**config.mk**
```make
export PLATFORM = sky130hd
export DESIGN_NAME = bit_op_sequencer_flat
export DESIGN_NICKNAME = d
export VERILOG_FILES = /design/src/rtl/bit_op_pkg.sv /design/src/rtl/bit_op_sequencer_if.sv /design/src/rtl/bit_op_step.sv /design/src/rtl/bit_op_sequencer.sv /design/src/flat_wrapper.sv
export SDC_FILE = /design/constraint.sdc
export NUM_CORES = 1
export LEC_CHECK = 0
export BUFFER_PORTS_ARGS = -buffer_cell sky130_fd_sc_hd__buf_2
export CAP_MARGIN = 0
export CORE_MARGIN = 2
export CORE_UTILIZATION = 40
export DETAILED_ROUTE_END_ITERATION = 16
export GPL_TIMING_DRIVEN = 0
export PLACE_DENSITY_LB_ADDON = 0.05
export REMOVE_ABC_BUFFERS = 1
export SETUP_SLACK_MARGIN = 0.3
export SYNTH_ARGS = -nofsm -noshare
export SYNTH_HDL_FRONTEND = slang
export SYNTH_SLANG_ARGS = --single-unit
```
**constraint.sdc**
```tcl
create_clock -name clk -period 3.4 [get_ports clk]
set_input_delay 0 -clock clk [delete_from_list [all_inputs] [get_ports clk]]
set_output_delay 0 -clock clk [all_outputs]
set_load 0.02 [all_outputs]
```
**src/rtl/bit_op_pkg.sv**
```systemverilog
// Shared definitions for the bit-op datapath: op encoding, default sizes and the
// sequencer FSM state encoding. Used by the single-step mux, the sequencer and the decoder.
package bit_op_pkg;

    localparam int unsigned DEF_WIDTH = 16;
    localparam int unsigned DEF_CNT_W = $clog2(DEF_WIDTH);
    localparam int unsigned OP_W      = 2;

    localparam logic [OP_W-1:0] OP_SHL = 2'd0;
    localparam logic [OP_W-1:0] OP_SHR = 2'd1;
    localparam logic [OP_W-1:0] OP_ROL = 2'd2;
    localparam logic [OP_W-1:0] OP_ROR = 2'd3;

    typedef enum logic [1:0] {
        ST_IDLE  = 2'd0,
        ST_SHIFT = 2'd1,
        ST_DONE  = 2'd2
    } state_t;

endpackage

```
**src/rtl/bit_op_sequencer_if.sv**
```systemverilog
// Request/response bus of the multi-cycle shift/rotate engine.
// master: issue side (drives request fields and out_ready).
// slave : the sequencer (drives in_ready, result fields and busy).
interface bit_op_sequencer_if
    import bit_op_pkg::*;
#(
    parameter int unsigned WIDTH = DEF_WIDTH,
    parameter int unsigned CNT_W = DEF_CNT_W
);
    logic              in_valid;
    logic              in_ready;
    logic [WIDTH-1:0]  in_data;
    logic [OP_W-1:0]   in_op;
    logic [CNT_W-1:0]  in_cnt;
    logic              out_valid;
    logic              out_ready;
    logic [WIDTH-1:0]  out_data;
    logic              out_carry;
    logic              out_zero;
    logic              busy;

    modport master (
        output in_valid, in_data, in_op, in_cnt, out_ready,
        input  in_ready, out_valid, out_data, out_carry, out_zero, busy
    );

    modport slave (
        input  in_valid, in_data, in_op, in_cnt, out_ready,
        output in_ready, out_valid, out_data, out_carry, out_zero, busy
    );

endinterface

```
**src/rtl/bit_op_step.sv**
```systemverilog
// Single-step bit-op mux: one shift/rotate by one bit position.
// Ports: d (operand), op (SHL/SHR/ROL/ROR) -> next_d (stepped value), bit_out (bit pushed out).
module bit_op_step
    import bit_op_pkg::*;
#(
    parameter int unsigned WIDTH = DEF_WIDTH
) (
    input  logic [WIDTH-1:0] d,
    input  logic [OP_W-1:0]  op,
    output logic [WIDTH-1:0] next_d,
    output logic             bit_out
);

    always_comb begin
        next_d  = d;
        bit_out = 1'b0;
        case (op)
            OP_SHL: begin
                next_d  = {d[WIDTH-2:0], 1'b0};
                bit_out = d[WIDTH-1];
            end
            OP_SHR: begin
                next_d  = {1'b0, d[WIDTH-1:1]};
                bit_out = d[0];
            end
            OP_ROL: begin
                next_d  = {d[WIDTH-2:0], d[WIDTH-1]};
                bit_out = d[WIDTH-1];
            end
            OP_ROR: begin
                next_d  = {d[0], d[WIDTH-1:1]};
                bit_out = d[0];
            end
            default: ;
        endcase
    end

endmodule

```
**src/rtl/bit_op_sequencer.sv**
```systemverilog
// Multi-cycle shift/rotate engine: steps the single-bit datapath once per clock until the
// requested count is used up, then holds the result until downstream accepts it.
// Ports: clk, rst (async active-high), bus (slave side: request in_*, response out_*, busy).
module bit_op_sequencer
    import bit_op_pkg::*;
#(
    parameter int unsigned WIDTH = DEF_WIDTH,
    parameter int unsigned CNT_W = DEF_CNT_W
) (
    input  logic                  clk,
    input  logic                  rst,
    bit_op_sequencer_if.slave     bus
);

    state_t            state;
    state_t            state_nx;
    logic              accept;

    logic [WIDTH-1:0]  data_q;
    logic [OP_W-1:0]   op_q;
    logic [CNT_W-1:0]  rem_q;
    logic              carry_q;
    logic              zero_q;

    logic [WIDTH-1:0]  step_d;
    logic              step_bit;

    // Datapath always steps the held operand; the FSM decides when to take it.
    bit_op_step #(.WIDTH(WIDTH)) u_step (
        .d       (data_q),
        .op      (op_q),
        .next_d  (step_d),
        .bit_out (step_bit)
    );

    // State register.
    always_ff @(posedge clk or posedge rst) begin
        if (rst) state <= ST_IDLE;
        else     state <= state_nx;
    end

    // Next-state decode; cnt=0 skips SHIFT and reports the operand unchanged.
    always_comb begin
        state_nx = state;
        accept   = 1'b0;
        case (state)
            ST_IDLE: begin
                if (bus.in_valid) begin
                    accept   = 1'b1;
                    state_nx = (bus.in_cnt == '0) ? ST_DONE : ST_SHIFT;
                end
            end
            ST_SHIFT: begin
                if (rem_q == CNT_W'(1)) state_nx = ST_DONE;
            end
            ST_DONE: begin
                if (bus.out_ready) state_nx = ST_IDLE;
            end
            default: state_nx = ST_IDLE;
        endcase
    end

    // Operand/result registers; zero flag tracks whatever data holds next.
    always_ff @(posedge clk or posedge rst) begin
        if (rst) begin
            data_q  <= '0;
            op_q    <= '0;
            rem_q   <= '0;
            carry_q <= 1'b0;
            zero_q  <= 1'b0;
        end else if (accept) begin
            data_q  <= bus.in_data;
            op_q    <= bus.in_op;
            rem_q   <= bus.in_cnt;
            carry_q <= 1'b0;
            zero_q  <= (bus.in_data == '0);
        end else if (state == ST_SHIFT) begin
            data_q  <= step_d;
            carry_q <= step_bit;
            rem_q   <= rem_q - CNT_W'(1);
            zero_q  <= (step_d == '0);
        end
    end

    assign bus.in_ready  = (state == ST_IDLE);
    assign bus.busy      = (state == ST_SHIFT) || (state == ST_DONE);
    assign bus.out_valid = (state == ST_DONE);
    assign bus.out_data  = data_q;
    assign bus.out_carry = carry_q;
    assign bus.out_zero  = zero_q;

endmodule

```
**src/flat_wrapper.sv**
```systemverilog
// flat-port wrapper written by rule: the top's interface ports become plain ports
module bit_op_sequencer_flat import bit_op_pkg::*;
#(
    parameter int unsigned WIDTH = DEF_WIDTH,
    parameter int unsigned CNT_W = DEF_CNT_W
)
  (clk, rst, bus_in_valid, bus_in_data, bus_in_op, bus_in_cnt, bus_out_ready, bus_in_ready, bus_out_valid, bus_out_data, bus_out_carry, bus_out_zero, bus_busy);
  bit_op_sequencer_if #(.WIDTH(WIDTH), .CNT_W(CNT_W)) bus_i ();
  input  logic clk;
  input  logic rst;
  input wire logic [$bits(bus_i.in_valid)-1:0] bus_in_valid;
  input wire logic [$bits(bus_i.in_data)-1:0] bus_in_data;
  input wire logic [$bits(bus_i.in_op)-1:0] bus_in_op;
  input wire logic [$bits(bus_i.in_cnt)-1:0] bus_in_cnt;
  input wire logic [$bits(bus_i.out_ready)-1:0] bus_out_ready;
  output wire logic [$bits(bus_i.in_ready)-1:0] bus_in_ready;
  output wire logic [$bits(bus_i.out_valid)-1:0] bus_out_valid;
  output wire logic [$bits(bus_i.out_data)-1:0] bus_out_data;
  output wire logic [$bits(bus_i.out_carry)-1:0] bus_out_carry;
  output wire logic [$bits(bus_i.out_zero)-1:0] bus_out_zero;
  output wire logic [$bits(bus_i.busy)-1:0] bus_busy;
  assign bus_i.in_valid = bus_in_valid;
  assign bus_i.in_data = bus_in_data;
  assign bus_i.in_op = bus_in_op;
  assign bus_i.in_cnt = bus_in_cnt;
  assign bus_i.out_ready = bus_out_ready;
  assign bus_in_ready = bus_i.in_ready;
  assign bus_out_valid = bus_i.out_valid;
  assign bus_out_data = bus_i.out_data;
  assign bus_out_carry = bus_i.out_carry;
  assign bus_out_zero = bus_i.out_zero;
  assign bus_busy = bus_i.busy;
  bit_op_sequencer #(.WIDTH(WIDTH), .CNT_W(CNT_W)) u_core (.clk(clk), .rst(rst), .bus(bus_i));
endmodule
```
==> impl_metrics.py <==
metrics = {
    "yosys": {
        "synth_top_area_share_pct": 41.4,
        "synthFlopType": "dfrtp_1",
        "synth_mux_area_share_pct": 11.0,
        "synthDistinctLibCells": 34,
        "ys_top_cells_by_area": "dfrtp_1 41%, o21ai_0 12%, mux2i_1 9.6%",
        "synth_cells": 180,
        "synth-adder-area-share_pct": 3.98,
        "ys_seq_elements": 26,
        "post_synth_and_or_nand_nor_area_fraction_pct": 18.2,
        "synth_most_common_cell": "nand2_1",
        "synth_top_family_by_area": "compound AO/OA/AOI/OAI gates",
        "seq_area_frac_synth_pct": 41.4,
        "synthXorXnorAreaFrac_pct": 1.67,
        "synth-compound-area-share_pct": 18.5,
        "syn_area_per_cell_um2": 8.72,
        "synth_warnings": 0,
        "synthArstFlopShare_pct": 100,
        "synth_edf_count": 0,
        "synth_top_area_cell": "dfrtp_1",
        "synthTopCellsByCount": "39 x nand2_1, 37 x o21ai_0, 26 x dfrtp_1",
        "syn_area_mm2": 0.00157,
    },
    "global_route": {
        "grt_usage_pct": 19.1,
        "grt_pass1_wl_um": 6520,
        "grt_pass1_vias": 1445,
        "grt_remaining_overflow": 0,
        "grt_max_degree": 48,
        "antenna_found_initial": 0,
    },
    "outcome": {
        "status": "complete, no violations",
    },
    "sta": {
        "tightest_slew_ns": 0.994,
        "rsz0062_at_grt": "no",
        "period_share_pct": 61.7,
        "setup_viol": 0,
        "final_max_slew_viol_count": 0,
        "setup_ws_ns": 1.30,
        "hold_viol": 0,
        "clock.fmax_mhz": 477,
        "skew_ns": 0.00804,
        "slew_headroom_pct": 33.7,
        "tns_ns": 0,
        "period_needed_ns": 2.10,
    },
    "final_layout": {
        "final-seq-area_um2": 651,
        "synthToLayoutAreaGrowth_pct": 33.1,
        "finalNonFillerCells": 290,
        "multiInputGateArea_um2": 841,
        "final_area_mm2": 0.00209,
        "fillers": 366,
        "drive_gt1_share_pct": 23.1,
        "nets": 274,
        "diodes": 0,
    },
    "detailed_routing": {
        "via_per_inst": 5.19,
        "wl_um": 3880,
        "ant_nets": 0,
        "vias": 1505,
        "drt-wirelength-per-cell_um": 13.4,
        "drc": 0,
        "drt_iter0_markers": 127,
        "firstDrtPassIters": 4,
    },
    "floorplanning": {
        "fp.coreArea_mm2": 0.00372,
        "die_area_mm2": 0.00444,
        "io_pins": 47,
        "fp.dieW_um": 66.7,
        "chipHeight_um": 66.7,
        "start_util_pct": 42.3,
        "num_rows": 22,
    },
    "clock_tree": {
        "clk-insertion-delay-late_ns": 0.27,
        "clock-root-buffer": "clkbuf_8",
        "cts_setup_buffers": 0,
        "cts_tree": "done",
        "htreeDepth": 1,
        "clock_sinks": 26,
        "clk_path_buf_depth": 2,
        "clk_pin_slew_ns": 0.10,
        "cts_inserted_buffers": 3,
    },
    "setup_path": {
        "critPathKind": "reg2reg",
        "cp-end-kind": "flip-flop",
        "arrival_ns": 2.26,
        "start_kind": "flip-flop",
        "worstPathMaxFanout": 43,
        "required_ns": 3.56,
        "rr_endpoint": "u_core.rem_q[3]",
        "reg2reg_depth": 5,
        "regToRegStartpoint": "u_core.state[1]",
        "regToRegSetupSlack_ns": 1.30,
    },
    "placement": {
        "portBuffers": 46,
        "dp_hpwl_um": 2640,
        "pre_cts_slack_ns": 0.935,
        "dp.cells": 263,
        "dpl_cell_area_mm2": 0.00180,
        "gp_congestion": 0.784,
    },
    "min_path": {
        "hp-start": "bus_out_ready",
        "hold_path_depth": 4,
        "worstHoldEndpoint": "u_core.state[1]",
        "hold_class": "in2reg",
    },
    "pwr": {
        "p_leak_uw": 0.000918,
        "ir_drop_v": 0.000366,
        "power_uw": 1820,
        "powerDensity_mw_per_mm2": 872,
    },
    "job": {
        "cap_violations": 0,
    },
}
## worst max-delay path: stages (launching register included)
cell and delay, ns:
dfrtp_1 0.43, inv_1 0.10, ha_2 0.65, nor4b_1 0.42, xor2_1 0.11, mux2_2 0.28
## through the flow
step	utilization, %	hold slack [ns]
after floorplan	-	0.0400
after global placement	48.5	0.214
final	56.2	0.148
after detailed placement	48.5	0.225
after CTS	56.2	0.135
after global routing	56.2	0.191
## power by group
part           switching [µW]  total (µW)  internal (µW)
clock                    97.2         201            103
combinational             519         909            390
sequential                249         712            463
## placed cells by master, fill, tap and decap left out, types with 4 or more instances in the layout
cell type       n
nor4_1          7
o21ai_0        37
clkbuf_8        4
dlygate4sd3_1  23
ha_1            4
nand2_1        39
inv_1           6
mux2i_1        15
a21oi_1         7
dfrtp_1        26
buf_2          46
## state kept, by name (all words and copies together), names as in the netlist
register	flops
u_core.rem_q	4
u_core.op_q	2
u_core.bus.out_zero	1
u_core.bus.out_data	16
u_core.state	2
u_core.bus.out_carry	1
## worst max-delay path by stage
stage,from,slack (ns),depth (start not counted),endpoint
2_1_floorplan,u_core.state[1],1.37,5,u_core.rem_q[3]
3_3_place_gp,u_core.state[1],1.0,5,u_core.rem_q[3]
3_5_place_dp,u_core.state[1],0.93,5,u_core.rem_q[3]
4_1_cts,u_core.state[1],0.91,5,u_core.rem_q[3]
5_1_grt,u_core.state[1],1.12,5,u_core.rem_q[3]
6_report,u_core.state[1],1.30,5,u_core.rem_q[3]
## area by class of cell
type | instances | share of cell area, %
Clock buffer | 4 | 2.63
Inverter | 6 | 1.08
Multi-Input combinational cell | 137 | 40.2
Sequential cell | 26 | 31.1
Tap cell | 48 | 2.87
Timing Repair Buffer | 69 | 22.0
## timing repair
item,CTS,global route
gates resized for setup,0,0
endpoints found under the hold margin,36,0
hold buffers,23,0
## per-layer routing
metal / GRT usage [%] / wire length (µm) / vias to the layer above
li1: - / - / 763
met1: 25.7 / 1940 / 703
met2: 32.0 / 1780 / 35
met3: 4.05 / 123 / 4
met4: 3.06 / 39 / 0
met5: 0 / 0 / -
## kinds of logic (layout without fill, tap and decap cells)
logic type               count (synthesis)  count (layout)
AND/OR/NAND/NOR                         60              60
flip-flops                              26              26
adder cells (fa/ha/maj)                  5               5
buffers and inverters                   17              79
XOR/XNOR                                 3               3
AO/OA/AOI/OAI                           52              52
multiplexers                            17              17
Power figures use the tool's default switching activity.
